[config.mk]
export PLATFORM = sky130hd
export DESIGN_NAME = bp_be_mmu_cmd_fifo_flat
export DESIGN_NICKNAME = d
export VERILOG_FILES = /design/src/rtl/bp_be_mmu_cmd_fifo_if.sv /design/src/rtl/bp_be_mmu_cmd_fifo.sv /design/src/flat_wrapper.sv
export SDC_FILE = /design/constraint.sdc
export NUM_CORES = 1
export LEC_CHECK = 0
export ABC_AREA = 1
export CORE_MARGIN = 5
export CORE_UTILIZATION = 45
export CTS_BUF_LIST = sky130_fd_sc_hd__clkbuf_8
export DETAILED_ROUTE_END_ITERATION = 7
export GPL_ROUTABILITY_DRIVEN = 0
export PLACE_DENSITY = 0.78
export SETUP_SLACK_MARGIN = 0.5
export SYNTH_ARGS = -nofsm -noshare
export SYNTH_HDL_FRONTEND = slang
export SYNTH_SLANG_ARGS = --single-unit
export TNS_END_PERCENT = 30
[constraint.sdc]
create_clock -name clk_i -period 7.7 [get_ports clk_i]
set_input_delay 2.31 -clock clk_i [delete_from_list [all_inputs] [get_ports clk_i]]
set_output_delay 2.31 -clock clk_i [all_outputs]
set_load 0.03 [all_outputs]
[src/rtl/bp_be_mmu_cmd_fifo_if.sv]
`default_nettype none
// +------------------------------------------------------------------------+
// | bp_be_mmu_cmd_fifo_if : producer/consumer bundle of the MMU cmd queue  |
// | Rev 1.0                                                                |
// +------------------------------------------------------------------------+
interface bp_be_mmu_cmd_fifo_if #(
  parameter int els_p       = 4,
  parameter int cmd_width_p = 112
);
  localparam int count_width_lp = $clog2(els_p + 1);

  logic [cmd_width_p-1:0]    cmd_i;
  logic                      cmd_v_i;
  logic                      cmd_ready_o;
  logic                      kill_last_i;
  logic                      flush_i;
  logic [cmd_width_p-1:0]    cmd_o;
  logic                      cmd_v_o;
  logic                      cmd_yumi_i;
  logic [count_width_lp-1:0] count_o;

  modport slave (
    input  cmd_i, cmd_v_i, kill_last_i, flush_i, cmd_yumi_i,
    output cmd_ready_o, cmd_o, cmd_v_o, count_o
  );

  modport master (
    output cmd_i, cmd_v_i, kill_last_i, flush_i, cmd_yumi_i,
    input  cmd_ready_o, cmd_o, cmd_v_o, count_o
  );
endinterface
`default_nettype wire

[src/rtl/bp_be_mmu_cmd_fifo.sv]
`default_nettype none
// +------------------------------------------------------------------------+
// | bp_be_mmu_cmd_fifo : circular MMU command queue with flush/kill-last   |
// | Option macro: BP_BE_MMU_CMD_FIFO_BYPASS_EN (empty-queue bypass)  Rev 1.0 |
// +------------------------------------------------------------------------+
module bp_be_mmu_cmd_fifo #(
  parameter int els_p       = 4,
  parameter int cmd_width_p = 112
) (
  input  logic                   clk_i,
  input  logic                   reset_i,
  bp_be_mmu_cmd_fifo_if.slave    fifo_if
);

  localparam int ptr_width_lp   = (els_p > 1) ? $clog2(els_p) : 1;
  localparam int count_width_lp = $clog2(els_p + 1);
  localparam logic [ptr_width_lp-1:0]   ptr_max_lp    = ptr_width_lp'(els_p - 1);
  localparam logic [count_width_lp-1:0] count_full_lp = count_width_lp'(els_p);
  localparam logic [count_width_lp-1:0] count_one_lp  = count_width_lp'(1);

  function automatic logic [ptr_width_lp-1:0] ptr_inc(input logic [ptr_width_lp-1:0] p);
    return (p == ptr_max_lp) ? '0 : p + 1'b1;
  endfunction

  function automatic logic [ptr_width_lp-1:0] ptr_dec(input logic [ptr_width_lp-1:0] p);
    return (p == '0) ? ptr_max_lp : p - 1'b1;
  endfunction

  logic [cmd_width_p-1:0]    mem_q [els_p];
  logic [ptr_width_lp-1:0]   rd_ptr_q, rd_ptr_d;
  logic [ptr_width_lp-1:0]   wr_ptr_q, wr_ptr_d;
  logic [ptr_width_lp-1:0]   wr_addr;
  logic [count_width_lp-1:0] count_q, count_d;
  logic                      last_v_q, last_v_d;

  logic empty, full, kill, ready, enq, store, deq, bypass, queue_v;

  assign empty = (count_q == '0);
  assign full  = (count_q == count_full_lp);
  assign kill  = fifo_if.kill_last_i & last_v_q;
  assign ready = ~full & ~reset_i;
  assign enq   = fifo_if.cmd_v_i & ready;

  // A head that is being killed this cycle must not be handed out.
  assign queue_v = ~empty & ~(kill & (count_q == count_one_lp)) & ~reset_i;
  assign deq     = fifo_if.cmd_yumi_i & queue_v;

`ifdef BP_BE_MMU_CMD_FIFO_BYPASS_EN
  assign bypass        = empty & fifo_if.cmd_v_i & ~fifo_if.flush_i & ~reset_i;
  assign fifo_if.cmd_o = bypass ? fifo_if.cmd_i : mem_q[rd_ptr_q];
`else
  assign bypass        = 1'b0;
  assign fifo_if.cmd_o = mem_q[rd_ptr_q];
`endif

  // A bypassed command taken in the same cycle never occupies a slot.
  assign store   = enq & ~fifo_if.flush_i & ~(bypass & fifo_if.cmd_yumi_i);
  assign wr_addr = kill ? ptr_dec(wr_ptr_q) : wr_ptr_q;

  always_comb begin
    rd_ptr_d = rd_ptr_q;
    wr_ptr_d = wr_ptr_q;
    count_d  = count_q;
    last_v_d = 1'b0;
    if (fifo_if.flush_i) begin
      rd_ptr_d = '0;
      wr_ptr_d = '0;
      count_d  = '0;
    end else begin
      rd_ptr_d = deq   ? ptr_inc(rd_ptr_q) : rd_ptr_q;
      wr_ptr_d = store ? ptr_inc(wr_addr)  : wr_addr;
      count_d  = count_q + count_width_lp'(store)
                         - count_width_lp'(deq)
                         - count_width_lp'(kill);
      last_v_d = store;
    end
  end

  always_ff @(posedge clk_i) begin
    if (reset_i) begin
      rd_ptr_q <= '0;
      wr_ptr_q <= '0;
      count_q  <= '0;
      last_v_q <= 1'b0;
    end else begin
      rd_ptr_q <= rd_ptr_d;
      wr_ptr_q <= wr_ptr_d;
      count_q  <= count_d;
      last_v_q <= last_v_d;
    end
  end

  always_ff @(posedge clk_i) begin
    if (store) begin
      mem_q[wr_addr] <= fifo_if.cmd_i;
    end
  end

  assign fifo_if.cmd_ready_o = ready;
  assign fifo_if.cmd_v_o     = bypass | queue_v;
  assign fifo_if.count_o     = count_q;

endmodule
`default_nettype wire

[src/flat_wrapper.sv]
// flat-port wrapper written by rule: the top's interface ports become plain ports
module bp_be_mmu_cmd_fifo_flat 
#(
  parameter int els_p       = 4,
  parameter int cmd_width_p = 112
)
  (clk_i, reset_i, fifo_if_cmd_i, fifo_if_cmd_v_i, fifo_if_kill_last_i, fifo_if_flush_i, fifo_if_cmd_yumi_i, fifo_if_cmd_ready_o, fifo_if_cmd_o, fifo_if_cmd_v_o, fifo_if_count_o);
  bp_be_mmu_cmd_fifo_if #(.els_p(els_p), .cmd_width_p(cmd_width_p)) fifo_if_i ();
  input  logic clk_i;
  input  logic reset_i;
  input wire logic [$bits(fifo_if_i.cmd_i)-1:0] fifo_if_cmd_i;
  input wire logic [$bits(fifo_if_i.cmd_v_i)-1:0] fifo_if_cmd_v_i;
  input wire logic [$bits(fifo_if_i.kill_last_i)-1:0] fifo_if_kill_last_i;
  input wire logic [$bits(fifo_if_i.flush_i)-1:0] fifo_if_flush_i;
  input wire logic [$bits(fifo_if_i.cmd_yumi_i)-1:0] fifo_if_cmd_yumi_i;
  output wire logic [$bits(fifo_if_i.cmd_ready_o)-1:0] fifo_if_cmd_ready_o;
  output wire logic [$bits(fifo_if_i.cmd_o)-1:0] fifo_if_cmd_o;
  output wire logic [$bits(fifo_if_i.cmd_v_o)-1:0] fifo_if_cmd_v_o;
  output wire logic [$bits(fifo_if_i.count_o)-1:0] fifo_if_count_o;
  assign fifo_if_i.cmd_i = fifo_if_cmd_i;
  assign fifo_if_i.cmd_v_i = fifo_if_cmd_v_i;
  assign fifo_if_i.kill_last_i = fifo_if_kill_last_i;
  assign fifo_if_i.flush_i = fifo_if_flush_i;
  assign fifo_if_i.cmd_yumi_i = fifo_if_cmd_yumi_i;
  assign fifo_if_cmd_ready_o = fifo_if_i.cmd_ready_o;
  assign fifo_if_cmd_o = fifo_if_i.cmd_o;
  assign fifo_if_cmd_v_o = fifo_if_i.cmd_v_o;
  assign fifo_if_count_o = fifo_if_i.count_o;
  bp_be_mmu_cmd_fifo #(.els_p(els_p), .cmd_width_p(cmd_width_p)) u_core (.clk_i(clk_i), .reset_i(reset_i), .fifo_if(fifo_if_i));
endmodule
======== Word-level counts from Yosys, hierarchy flattened ========
Memory sizes are Yosys's and may differ from the RTL's. A register that Yosys moved wholly into a read port is not among the register bits.
Cells that the tools add are included.
storage, ports and cells
  memories kept ........................... 1
  flip-flop bits (word level) ............. 8
  memory bits (writable) .................. 448
  bits of input ports ..................... 118
  word-level logic and storage cells ...... 40
  output and inout port bits .............. 117
cells by class
  $add $sub $neg .......................... 6
  reduce and logical (&&, ||, !) cells .... 3
  equal/unequal tests ..................... 4
  muxes and demuxes ....................... 9
  bitwise operators ....................... 13
memory list
  memory        words  bits a word  rd ports  clocked after memory_dff  wr ports  RTL line                  text
  u_core.mem_q  4      112          1         1                         1         bp_be_mmu_cmd_fifo.sv:29  logic [cmd_width_p-1:0] mem_q [els_p];
operator list
  kind                   number
  $mux W2                7
  $and A1 B1 Y1          8
  $sub A3 B1 Y3          2
  $not A1 Y1             5
  $add A2 B1 Y2 const B  2
  $eq A2 B2 Y1 const B   2
  $add A3 B1 Y3          1
  $eq A3 B1 Y1 const B   1
  $eq A3 B3 Y1 const B   1
  $logic_not A3 Y1       1
  $logic_not A2 Y1       1
  $mux W1                2
  $reduce_or A2 Y1       1
  $sub A2 B1 Y2 const B  1

======== Longest topological paths before layout ========
  depth in word-level cells ............... 8
  gate-level depth with buffers ........... 12
  gate-level depth less buffers ........... 12

======== Worst setup path before layout ========
No wires, ideal clock.
  path kind ............................... input port to flip-flop
  from .................................... input fifo_if_kill_last_i
  to ...................................... memory u_core.mem_q[0][0] (enable)
  path buffers ............................ 0
  arrival time ............................ 7.597 ns
  required time ........................... 7.115 ns
  stages on the path ...................... 5
  slack ................................... -0.482 ns
  library setup time ...................... 0.585 ns
  cells stage by stage .................... nand2_1 -> o21ai_0 -> ha_1 -> inv_1 -> nor2_1
between the ends
  cells in the longest elaborated chain, start to end .. 2
RTL lines
  element        RTL line                  text
  from (decl)    flat_wrapper.sv:13        input wire logic [$bits(fifo_if_i.kill_last_i)-1:0] fifo_if_kill_last_i;
  $and A1 B1 Y1  bp_be_mmu_cmd_fifo.sv:40  assign kill = fifo_if.kill_last_i & last_v_q;
  $mux W2        bp_be_mmu_cmd_fifo.sv:58  assign wr_addr = kill ? ptr_dec(wr_ptr_q) : wr_ptr_q;
  to (decl)      bp_be_mmu_cmd_fifo.sv:29
Every way passes these cells.

======== Final worst setup path ========
  from .................................... input fifo_if_kill_last_i
  to ...................................... output fifo_if_cmd_v_o
between the ends
  cells in the longest elaborated chain, start to end .. 5
RTL lines
  element                      RTL line                  text
  $and A1 B1 Y1                bp_be_mmu_cmd_fifo.sv:40
  $and A1 B1 Y1                bp_be_mmu_cmd_fifo.sv:45  assign queue_v = ~empty & ~(kill & (count_q == count_one_lp)) & ~reset_i;
  $not A1 Y1                   bp_be_mmu_cmd_fifo.sv:45
  $and A1 B1 Y1 (2 in series)  bp_be_mmu_cmd_fifo.sv:45
  to (decl)                    flat_wrapper.sv:18        output wire logic [$bits(fifo_if_i.cmd_v_o)-1:0] fifo_if_cmd_v_o;
Every way passes these cells.

==> reports/metrics.cfg <==
[pwr]
powerDensity_nw_per_um2 = 229
vdd_drop_max_v = 0.000179
p_leak_nw = 7.10
total_power_mw = 4.85

[clocking]
htreeDepth = 3
numCtsBuffers = 73
post_cts_buffers = 0
clock_latency_ps = 600
cts_sinks = 458
cts_resized = 0
clock-root-buffer = clkbuf_8
clkTransAtPathRegs_ps = 60
clock_path_buffers = 3
cts_hold_buf = 0
tritoncts = done

[setup_path]
critPathMaxStageDelay_ps = 690
cp_cell_sequence = clkdlybuf4s50_1 -> nand2_1 -> nand2_1 -> a21oi_1 -> clkdlybuf4s50_1
critPathMaxFanout = 6
critPathLaunchType = input pin
cp-end-kind = output port
r2r_slack_ps = 4790
startpoint = fifo_if_kill_last_i
regToRegStartpoint = u_core.wr_ptr_q[0]$_SDFF_PP0_
cp.arrival_ps = 3800
r2r_cells = 9
worstSetupEndpoint = fifo_if_cmd_v_o
crit_type = in2out
worstPathRequired_ps = 5390
crit_slowest_cell = clkdlybuf4s50_1
reg2reg_to = u_core.mem_q[2][63]$_DFFE_PP_

[logic_synthesis]
syn-cell-area_um2 = 17200
async_flop_share_pct = 0
synth-seq-cells = 458
ys_warn_count = 0
ys_seq_area_share_pct = 79.4
synthCells = 1165
synth.distinct_cells = 23
synth-edff-count = 448
syn_nets = 1293
syn_avg_cell_area_um2 = 14.8
synth_top_area_share_pct = 78.3
synthTopCellsByArea = edfxtp_1 78%, nor2_1 5.2%, o21ai_0 5.2%
synth_ff_type = edfxtp_1
synth_top_area_cell = edfxtp_1

[finish]
final_cell_mix = 448 x edfxtp_1, 235 x nor2_1, 234 x clkdlybuf4s50_1
layout-drive-gt1-share_pct = 7.62
utilization_pct = 56.2
area_growth_pct = 23.1
nets = 1545
nFillCells = 3017
seqCellArea_um2 = 13700
finalNonFillerCells = 1984
multi_input_area_um2 = 3000
final_area_um2 = 21200
layout_commonest_cell = edfxtp_1

[routing]
routedWlPerCell_um = 19.0
drc = 0
dr_total_vias = 10400
drt_iter0_drc = 713
drt.antenna.violating_nets = 0
viasPerCell = 5.25
drt-pass1-iter-count = 5
wirelength_um = 37800

[global_route]
grt_pass1_vias = 10900
grt_usage_pct = 17.7
antenna_found_initial = 1
grt_pass1_wl_um = 58200
grt_max_degree = 186
gr-total-overflow = 0

[sta]
setup_tns_ps = 0
slew_headroom_pct = 19.6
timing.hold.ws_ps = 529
hold_violations = 0
finalCritPeriodShare_pct = 79.4
worstMarginPinSlew_ps = 1210
skew_ps = 17.9
setup_violations = 0
fin_crit_ps = 6110
grt_setup_unrepaired = no
max_freq_mhz = 164
drv_slew = 0
worst_slack_ps = 1590

[die]
core_um2 = 37700
die-area_um2 = 42200
die_y_um = 205
num_rows = 71
die_x_um = 205
ioPinCount = 235
start_util_pct = 45.6

[flow_run]
cap_violations = 0

[placement]
dpl.hpwl_um = 21400
pre_cts_ws_ps = 1600
portBuffers = 234
placed_area_um2 = 19900
post-place-cells = 1853

[worst_hold_path]
min_path_type = reg2reg
min-delay-start = u_core.rd_ptr_q[1]$_SDFFE_PP0P_

[run_status]
status = completed

## area by class of cell
cell class / count / share of cell area (%)
Antenna cell: 3 / 0.0355
Clock buffer: 76 / 4.94
Clock inverter: 52 / 1.04
Inverter: 24 / 0.467
Multi-Input combinational cell: 610 / 14.2
Sequential cell: 458 / 64.6
Tap cell: 511 / 3.02
Timing Repair Buffer: 250 / 11.8
## sequential cells by signal, indices dropped and copies added (netlist names), named ones only
name	count
u_core.mem_q	448
u_core.fifo_if.count_o	3
u_core.rd_ptr_q	2
u_core.wr_ptr_q	2
u_core.last_v_q	1
## worst max-delay path: cells and delay by family
kind	cells	cell delay, ps
AOI/OAI and AO/OA	1	140
and+or+nand+nor	2	270
buffers and inverters	2	1090
## how the worst min path moves through the flow
| stage | endpoint | slack [ps] | depth (start not counted) |
|---|---|---|---|
| after floorplan | flop | 500 | 4 |
| after global placement | u_core.fifo_if.count_o[2]$_SDFF_PP0_ | 510 | 2 |
| after detailed placement | flop | 520 | 4 |
| after CTS | flop | 530 | 4 |
| after global routing | flop | 560 | 4 |
| final | flop | 530 | 4 |
## where the power goes
part | internal (mW) | switching [mW] | leakage [nW]
clock network | 0.913 | 0.888 | 0.742
registers | 2.77 | 0.00868 | 4.13
logic | 0.120 | 0.157 | 2.23
total | 3.80 | 1.05 | 7.10
## per-layer routing
| metal | track usage [%] | vias up | wire length [um] |
|---|---|---|---|
| met1 | 22.2 | 5123 | 15300 |
| li1 | - | 4907 | - |
| met3 | 5.72 | 50 | 3040 |
| met5 | 0 | - | 0 |
| met2 | 29.8 | 344 | 18700 |
| met4 | 5.07 | 0 | 679 |
## Yosys cell counts, types with 2 or more instances
master,n
o22ai_1,112
o21ai_0,178
inv_1,21
buf_12,2
dfxtp_1,10
buf_4,2
edfxtp_1,448
buf_6,18
clkbuf_1,42
nor2_1,239
nand2_1,12
nand3_1,2
ha_1,9
a21oi_1,4
o21ai_1,50
inv_2,2
buf_2,8
## cell families after synthesis
kind of cell	count (synthesis)	synth area share [%]
buffers and inverters	97	3.30
flip-flops	458	79.4
adder cells (fa/ha/maj)	10	0.772
AO/OA/AOI/OAI	345	10.9
XOR/XNOR	1	0.0510
AND/OR/NAND/NOR	254	5.58
(Power assumes the default switching activity.)
